### config.mk
export PLATFORM = sky130hd
export DESIGN_NAME = agex_stage
export DESIGN_NICKNAME = d
export VERILOG_FILES = /design/src/rtl/agex_stage.sv
export SDC_FILE = /design/constraint.sdc
export NUM_CORES = 2
export LEC_CHECK = 0
export CORE_ASPECT_RATIO = 2
export CORE_UTILIZATION = 30
export DETAILED_ROUTE_END_ITERATION = 7
export GPL_ROUTABILITY_DRIVEN = 0
export GPL_TIMING_DRIVEN = 0
export PLACE_DENSITY = 0.58
export REMOVE_ABC_BUFFERS = 1
export SLEW_MARGIN = 20
export SYNTH_ARGS = -nofsm -noshare
export SYNTH_HDL_FRONTEND = slang
export SYNTH_SLANG_ARGS = --single-unit
### constraint.sdc
create_clock -name clk -period 15.8 [get_ports clk]
set_clock_uncertainty 0.1 [all_clocks]
set_input_delay 3.95 -clock clk [delete_from_list [all_inputs] [get_ports clk]]
set_output_delay 3.95 -clock clk [all_outputs]
set_load 0.005 [all_outputs]
### src/rtl/agex_stage.sv
// AGEX pipeline stage: ALU, branch/jump resolution and a 4-cycle multiply
// that stalls DE while busy. Every output comes straight from a flop.
module agex_stage (
  input  logic        clk,
  input  logic        reset,
  input  logic        de_valid,
  input  logic [3:0]  de_alu_op,
  input  logic [2:0]  de_br_type,
  input  logic [1:0]  de_jmp,
  input  logic        de_use_imm,
  input  logic [31:0] de_pc,
  input  logic [31:0] de_rs1_val,
  input  logic [31:0] de_rs2_val,
  input  logic [31:0] de_imm,
  input  logic [4:0]  de_rd,
  input  logic        de_wr_reg,
  input  logic [1:0]  de_mem_op,
  input  logic [31:0] de_inst_count,
  output logic        agex_stall,
  output logic        br_mispred,
  output logic [31:0] br_target,
  output logic        out_valid,
  output logic [31:0] out_result,
  output logic [31:0] out_st_data,
  output logic [4:0]  out_rd,
  output logic        out_wr_reg,
  output logic [1:0]  out_mem_op,
  output logic [31:0] out_inst_count
);

  typedef enum logic {IDLE, MUL_BUSY} state_e;

  localparam logic [3:0] OP_MUL  = 4'd10;
  localparam logic [1:0] MUL_CNT = 2'd3;

  state_e      state_q, state_d;
  logic [1:0]  cnt_q, cnt_d;
  logic [31:0] mul_a_q, mul_a_d, mul_b_q, mul_b_d;
  logic        pend_mis_q, pend_mis_d;
  logic [31:0] pend_tgt_q, pend_tgt_d;
  logic        stall_q, stall_d;
  logic        mis_q, mis_d;
  logic [31:0] tgt_q, tgt_d;
  logic        valid_q, valid_d;
  logic [31:0] result_q, result_d;
  logic [31:0] st_q, st_d;
  logic [4:0]  rd_q, rd_d;
  logic        wr_q, wr_d;
  logic [1:0]  mem_q, mem_d;
  logic [31:0] ic_q, ic_d;

  logic [31:0] op_b, alu_res, result, target, mul_prod;
  logic        jmp_link, taken, mispred, is_mul;

  // Combinational execute of the instruction currently presented by DE
  always_comb begin
    op_b     = de_use_imm ? de_imm : de_rs2_val;
    jmp_link = (de_jmp == 2'd1) || (de_jmp == 2'd2);
    alu_res  = 32'd0;
    case (de_alu_op)
      4'd0:  alu_res = de_rs1_val + op_b;
      4'd1:  alu_res = de_rs1_val - op_b;
      4'd2:  alu_res = de_rs1_val & op_b;
      4'd3:  alu_res = de_rs1_val | op_b;
      4'd4:  alu_res = de_rs1_val ^ op_b;
      4'd5:  alu_res = {31'd0, $signed(de_rs1_val) < $signed(op_b)};
      4'd6:  alu_res = {31'd0, de_rs1_val < op_b};
      4'd7:  alu_res = de_rs1_val << op_b[4:0];
      4'd8:  alu_res = de_rs1_val >> op_b[4:0];
      4'd9:  alu_res = $unsigned($signed(de_rs1_val) >>> op_b[4:0]);
      4'd11: alu_res = de_imm;
      4'd12: alu_res = de_pc + de_imm;
      default: alu_res = 32'd0;
    endcase
    taken = 1'b0;
    case (de_br_type)
      3'd1: taken = (de_rs1_val == de_rs2_val);
      3'd2: taken = (de_rs1_val != de_rs2_val);
      3'd3: taken = ($signed(de_rs1_val) <  $signed(de_rs2_val));
      3'd4: taken = ($signed(de_rs1_val) >= $signed(de_rs2_val));
      3'd5: taken = (de_rs1_val <  de_rs2_val);
      3'd6: taken = (de_rs1_val >= de_rs2_val);
      default: taken = 1'b0;
    endcase
    mispred  = taken || jmp_link;
    target   = (de_jmp == 2'd2) ? ((de_rs1_val + de_imm) & ~32'd1) : (de_pc + de_imm);
    result   = jmp_link ? (de_pc + 32'd4) : alu_res;
    is_mul   = (de_alu_op == OP_MUL) && !jmp_link;
    mul_prod = mul_a_q * mul_b_q;
  end

  // Next-state: accept in IDLE, count down the multiply in MUL_BUSY
  always_comb begin
    state_d    = state_q;
    cnt_d      = cnt_q;
    mul_a_d    = mul_a_q;
    mul_b_d    = mul_b_q;
    pend_mis_d = pend_mis_q;
    pend_tgt_d = pend_tgt_q;
    mis_d      = 1'b0;
    tgt_d      = tgt_q;
    valid_d    = 1'b0;
    result_d   = result_q;
    st_d       = st_q;
    rd_d       = rd_q;
    wr_d       = wr_q;
    mem_d      = mem_q;
    ic_d       = ic_q;
    case (state_q)
      IDLE: begin
        if (de_valid) begin
          st_d  = de_rs2_val;
          rd_d  = de_rd;
          wr_d  = de_wr_reg;
          mem_d = de_mem_op;
          ic_d  = de_inst_count;
          if (is_mul) begin
            state_d    = MUL_BUSY;
            cnt_d      = MUL_CNT;
            mul_a_d    = de_rs1_val;
            mul_b_d    = de_rs2_val;
            pend_mis_d = mispred;
            pend_tgt_d = target;
          end else begin
            valid_d  = 1'b1;
            result_d = result;
            mis_d    = mispred;
            if (mispred) tgt_d = target;
          end
        end
      end
      MUL_BUSY: begin
        if (cnt_q != 2'd0) begin
          cnt_d = cnt_q - 2'd1;
        end else begin
          state_d  = IDLE;
          valid_d  = 1'b1;
          result_d = mul_prod;
          // A redirect on a multiply is deferred so it lines up with its result
          mis_d    = pend_mis_q;
          if (pend_mis_q) tgt_d = pend_tgt_q;
        end
      end
      default: state_d = IDLE;
    endcase
    stall_d = (state_d == MUL_BUSY);
  end

  always_ff @(posedge clk or negedge reset) begin
    if (!reset) begin
      state_q    <= IDLE;
      cnt_q      <= 2'd0;
      mul_a_q    <= 32'd0;
      mul_b_q    <= 32'd0;
      pend_mis_q <= 1'b0;
      pend_tgt_q <= 32'd0;
      stall_q    <= 1'b0;
      mis_q      <= 1'b0;
      tgt_q      <= 32'd0;
      valid_q    <= 1'b0;
      result_q   <= 32'd0;
      st_q       <= 32'd0;
      rd_q       <= 5'd0;
      wr_q       <= 1'b0;
      mem_q      <= 2'd0;
      ic_q       <= 32'd0;
    end else begin
      state_q    <= state_d;
      cnt_q      <= cnt_d;
      mul_a_q    <= mul_a_d;
      mul_b_q    <= mul_b_d;
      pend_mis_q <= pend_mis_d;
      pend_tgt_q <= pend_tgt_d;
      stall_q    <= stall_d;
      mis_q      <= mis_d;
      tgt_q      <= tgt_d;
      valid_q    <= valid_d;
      result_q   <= result_d;
      st_q       <= st_d;
      rd_q       <= rd_d;
      wr_q       <= wr_d;
      mem_q      <= mem_d;
      ic_q       <= ic_d;
    end
  end

  assign agex_stall     = stall_q;
  assign br_mispred     = mis_q;
  assign br_target      = tgt_q;
  assign out_valid      = valid_q;
  assign out_result     = result_q;
  assign out_st_data    = st_q;
  assign out_rd         = rd_q;
  assign out_wr_reg     = wr_q;
  assign out_mem_op     = mem_q;
  assign out_inst_count = ic_q;

endmodule

After elaboration in Yosys (flattened, before gate mapping)
Cells that the tools add are included.
Storage, ports and cells
  register bits after elaboration: 238
  logic and storage cells: 106
  bits of input ports: 181
Cells by class
  muxes and demuxes: 31
  shifts and indexed selects: 3
  equal/unequal tests: 29
  add/sub/neg operators: 6
  bitwise logic cells: 4
  reductions and logical operators: 11
  $mul: 1
  magnitude comparators: 6
Operator list (count)
  one-hot mux 32 bit (12 select lines): 1
  2-to-1 mux 32 bit: 11
  less-than comparator 32 bit: 4
  one-hot mux 32 bit (2 select lines): 2
  adder 32 bit: 3
  greater-or-equal comparator 32 bit: 2
  adder 32 x 3 -> 32 bit (second input constant): 1
  bitwise AND 32 bit: 1
  == test 32 bit: 1
  multiplier 32 x 32 -> 32 bit: 1
  inequality test 32 bit: 1
  OR 32 bit: 1
  left shift 32 x 5 -> 32 bit: 1
  right shift 32 x 5 -> 32 bit: 1
  >>> shifter 32 x 5 -> 32 bit: 1
  subtractor 32 bit: 1
  XOR 32 bit: 1
  == test 4 bit (second input constant): 5
  == test 4 x 3 -> 1 bit (second input constant): 4
  inequality test 2 bit (second input constant): 6
  == test 3 bit (second input constant): 3
  2-to-1 mux 1 bit: 9
  AND reduction 3 bit: 3
  == test 4 x 2 -> 1 bit (second input constant): 2
  other kinds (19): 25

Logic depth before layout (Yosys ltp)
  word-level depth: 7
  gate-level depth with buffers: 28

Least setup slack after synthesis
Ideal clock, no wire load.
  kind: input to register
  start: input de_use_imm
  end: register result_q[22] (netlist: out_result[22])
  setup slack: 7697 ps
  stages on the path: 17
  data arrival time: 7884 ps
  required time: 15581 ps
  setup time: 119 ps
  cell sequence: buf_6 mux2i_4 buf_2 clkbuf_1 buf_2 ha_1 buf_2 a21oi_1 nor2_1 or4_1 nand3_1 a31oi_1 or2_0 a221o_1 a2111oi_1 o21ai_1 o21a_1
On the way
  cells in the longest elaborated chain, start to end: 7
Ends and longest elaborated chain
  start: declaration: line 10  | input logic de_use_imm,
  2-to-1 mux 32 bit (*): line 57  | op_b = de_use_imm ? de_imm : de_rs2_val;
  subtractor 32 bit (tied with other cells): line 62  | 4'd1: alu_res = de_rs1_val - op_b;
  one-hot mux 32 bit (12 select lines) (*): line 60  | case (de_alu_op)
  2-to-1 mux 32 bit (*): line 87  | result = jmp_link ? (de_pc + 32'd4) : alu_res;
  2-to-1 mux 32 bit (*): line 117  | if (is_mul) begin
  2-to-1 mux 32 bit (*): line 111  | if (de_valid) begin
  one-hot mux 32 bit (2 select lines) (*): line 109  | case (state_q)
  end signal: assignment: line 178  | result_q <= result_d;
  end: declaration: line 45  | logic [31:0] result_q, result_d;
Mark *: on every way between the ends. The rest lies on a longest branch, timed or not. The select of a mux whose other input is x is not followed.
A chain may end at the register's enable or synchronous reset.

Worst setup path in the final report
  start: input de_rs2_val[0]
  end: register result_q[22] (netlist: out_result[22])
On the way
  cells in the longest elaborated chain, start to end: 7
Ends and longest elaborated chain
  start: declaration: line 13  | input logic [31:0] de_rs2_val,
  2-to-1 mux 32 bit (*): line 57
  subtractor 32 bit (tied with other cells): line 62
  one-hot mux 32 bit (12 select lines) (*): line 60
  2-to-1 mux 32 bit (*): line 87
  2-to-1 mux 32 bit (*): line 117
  2-to-1 mux 32 bit (*): line 111
  one-hot mux 32 bit (2 select lines) (*): line 109
Marks and branches as above.

==> flow_summary.toml <==
[critical_path]
path_max_fanout = 20
worstPathRequired_ns = 16.25
worstPathArrival_ns = 10.34
r2r_end = "out_result[31]$_DFFE_PN0P_"
slowest_delay_ns = 0.92
r2r_start = "mul_a_q[9]$_DFFE_PN0P_"
slowest_stage = "clkdlybuf4s50_1"
worstSetupPathType = "in -> reg"
r2r_cells = 25
worst_setup_path_start_kind = "input port"
path_cells = "clkdlybuf4s50_1 -> mux2i_4 -> buf_16 -> inv_2 -> ha_1 -> fa_1 -> a21oi_1 -> nor2_1 -> or4_1 -> nand3_1 -> a31oi_1 -> or2_0 -> a221o_1 -> a2111oi_1 -> o21ai_1 -> o21a_1"
endpoint = "out_result[22]$_DFFE_PN0P_"
ff2ff_setup_slack_ns = 6.58
cp-end-kind = "flop"
startpoint = "de_rs2_val[0]"

[cts]
clock-root-buffer = "clkbuf_16"
htree_levels = 1
path_clk_slew_ns = 0.06
post_cts_buffers = 0
tritoncts.num_buffers = 30
cts.path.max_buffers = 3
cts_tree = "yes"
clk-insertion-delay-late_ns = 0.69
cts_sinks = 238
holdBufCountCts = 0
cts_resized = 0

[floorplan]
core_area_sq_um = 131000
ioPinCount = 320
die_x_microns = 260
die_area_sq_um = 134000
rows = 188
die_h_microns = 517
start_util_pct = 30.3

[sta]
setup_viol = 0
slew_violations = 0
period_minus_slack_ns = 9.90
max-slew-margin-rel_pct = 8.86
fmax_ghz = 0.101
final_hold_viol_count = 0
fin_ws_ns = 5.90
hold_slack_ns = 0.370
max_slew.worst_pin.slew_ns = 1.36
finalCritPeriodShare_pct = 62.7
finalSetupTns_ns = 0
rsz0062_at_grt = "no"

[logic_synthesis]
synth_edf_count = 0
synth_compound_area_share_pct = 18.3
synth_top_family_by_area = "adder cells"
avgSynthCellArea_sq_um = 8.13
synth.mux.area_fraction_pct = 5.10
synth.cell_area_sq_um = 39800
synth.distinct_cells = 91
synthCells = 4903
ys.flop_type = "dfrtp_1"
ys_seq_elements = 238
yosysWarnings = 0
synthAdderAreaFrac_pct = 30.6
yosysSeqAreaShare_pct = 14.9
synth-async-reset-ratio_pct = 100
synthXorXnorAreaFrac_pct = 3.85
synth-simple-area-share_pct = 19.3

[route]
vias = 38500
viasPerCell = 5.70
wirelength_microns = 180000
routedWlPerCell_microns = 26.6
ant_nets = 0
drtPass1Iterations = 6
drt-initial-drc-count = 3286
drc_errors = 0

[grt]
grt_pass1_vias = 40000
antenna_found_initial = 15
grt_pass1_wl_microns = 263000
grt_util_all_layers_pct = 26.8
grt_start_max_net_pins = 84
overflow = 0

[pwr]
p_leak_nw = 20.8
power.ir.vdd_worst_uv = 178
power_mw = 7.26
power_density_nw_per_um2 = 157

[run_status]
status = "complete, no violations"

[worst_hold_path]
min_path_type = "reg -> reg"

[job]
drv_cap = 0

[place]
pre_cts_slack_ns = 6.01
placedInstanceArea_sq_um = 45100
io_buffers = 319
dp_hpwl_microns = 140000

[cells_and_area]
syn2layout_area_growth_pct = 16.1
finalNetCount = 5926
fillers = 13600
drive_gt1_share_pct = 5.00
fin_area_sq_um = 46300
==> cell type report <==
type                       count  area (sq um)  share of cell area, %
clock buffer                  36           803                   1.74
sequential                   238          5980                   12.9
antenna                       12          30.0                 0.0649
timing repair buffer         376          4140                   8.95
tap                         1710          2140                   4.63
clock inverter                19           249                  0.538
inverter                     523          1970                   4.26
multi-input combinational   3848         30900                   66.9
==> worst min-delay path by stage <==
| stage | startpoint | to | slack, ns | cells after the start |
|---|---|---|---|---|
| after floorplan | pend_tgt_q[27]$_DFFE_PN0P_ | pend_tgt_q[27]$_DFFE_PN0P_ | 0.34 | 2 |
| after global placement | pend_tgt_q[27]$_DFFE_PN0P_ | pend_tgt_q[27]$_DFFE_PN0P_ | 0.35 | 2 |
| after detailed placement | out_inst_count[8]$_DFFE_PN0P_ | out_inst_count[8]$_DFFE_PN0P_ | 0.36 | 2 |
| after CTS | out_inst_count[23]$_DFFE_PN0P_ | out_inst_count[23]$_DFFE_PN0P_ | 0.38 | 2 |
| after global routing | out_inst_count[5]$_DFFE_PN0P_ | out_inst_count[5]$_DFFE_PN0P_ | 0.40 | 2 |
| final | out_inst_count[23]$_DFFE_PN0P_ | out_inst_count[23]$_DFFE_PN0P_ | 0.37 | 2 |
==> layer usage <==
layer | track usage, % | up-vias | routed length (microns)
met3 | 6.48 | 866 | 14100
met2 | 45.6 | 2108 | 87000
met4 | 25.9 | 4 | 20400
met1 | 26.2 | 18800 | 58000
met5 | 0 | - | 22
li1 | - | 16700 | -
==> where the power goes <==
| part | leakage [nW] | switching [mW] | internal (mW) | total (mW) |
|---|---|---|---|---|
| logic | 17.3 | 3.02 | 2.30 | 5.33 |
| registers | 2.94 | 0.358 | 0.789 | 1.15 |
| clock network | 0.509 | 0.356 | 0.433 | 0.789 |
==> critical path, delay by kind of cell <==
family	cells	cell delay, ns
buf+inv	3	1.34
fa+ha+maj	2	0.96
compound gates	6	1.77
mux	1	0.77
simple gates	4	1.48
==> placed cells by master (no fill, tap or decap), drive strengths merged, types with 20 or more instances in the layout <==
cell             n
or3             23
inv            527
a31oi           41
mux2i          128
o22ai           28
o21a            60
nand2          721
a22oi           30
o21bai          21
nor3            69
xor2            55
a21o            71
ha             316
nor2b           22
o211ai          60
and3            23
buf             59
dfrtp          238
o31ai           20
clkbuf          36
o21ai          304
nand2b          33
nand3           80
a2111oi         22
xnor2          120
clkdlybuf4s50  316
fa             412
a211oi          48
nand4           31
mux2            28
nor2           285
a21oi          253
and2           317
a221o           20
==> stage by stage <==
step                instances  util [%]
floorplan                4609         -
global placement         6638      33.4
detailed placement       6694      34.3
CTS                      6749      35.1
global route             6752      35.2
finish                   6762      35.2
==> logic make-up (layout without fill, tap and decap cells) <==
group / Yosys count / after routing
AOI/OAI and AO/OA: 1120 / 1120
xor gates and xnor gates: 175 / 175
buffers and inverters: 817 / 954
and+or+nand+nor: 1651 / 1651
DFF: 238 / 238
adders and majority gates: 728 / 728
muxes: 174 / 174
other: 0 / 12
==> synth_stat cells (12+ instances only) <==
master,instances,area share [%]
o21a_1,60,1.1
o21bai_1,21,0.40
xnor2_1,120,2.6
nand4_1,31,0.49
or3_1,23,0.36
nand2_1,721,6.8
a211o_1,14,0.31
a211oi_1,47,0.89
mux2i_1,125,3.1
nand3_1,80,1.0
nor2_1,285,2.7
nand2b_1,33,0.52
and3_1,23,0.36
a221o_1,20,0.50
buf_1,14,0.13
o211ai_1,60,1.1
o221ai_1,12,0.26
a21o_1,71,1.3
a22oi_1,30,0.57
a31oi_1,41,0.64
fa_1,412,21
buf_2,23,0.29
nor2b_1,22,0.35
clkbuf_1,247,2.3
inv_1,519,4.9
o22ai_1,28,0.44
and2_1,317,5.0
ha_1,316,9.9
o21ai_0,297,3.7
a2111oi_0,18,0.40
mux4_2,18,1.0
a221oi_1,16,0.35
xor2_1,55,1.2
dfrtp_1,238,15
nor3_1,69,0.87
a21oi_1,252,3.2
o31ai_1,19,0.36
mux2_2,27,0.76
Power figures use the tool's default switching activity.
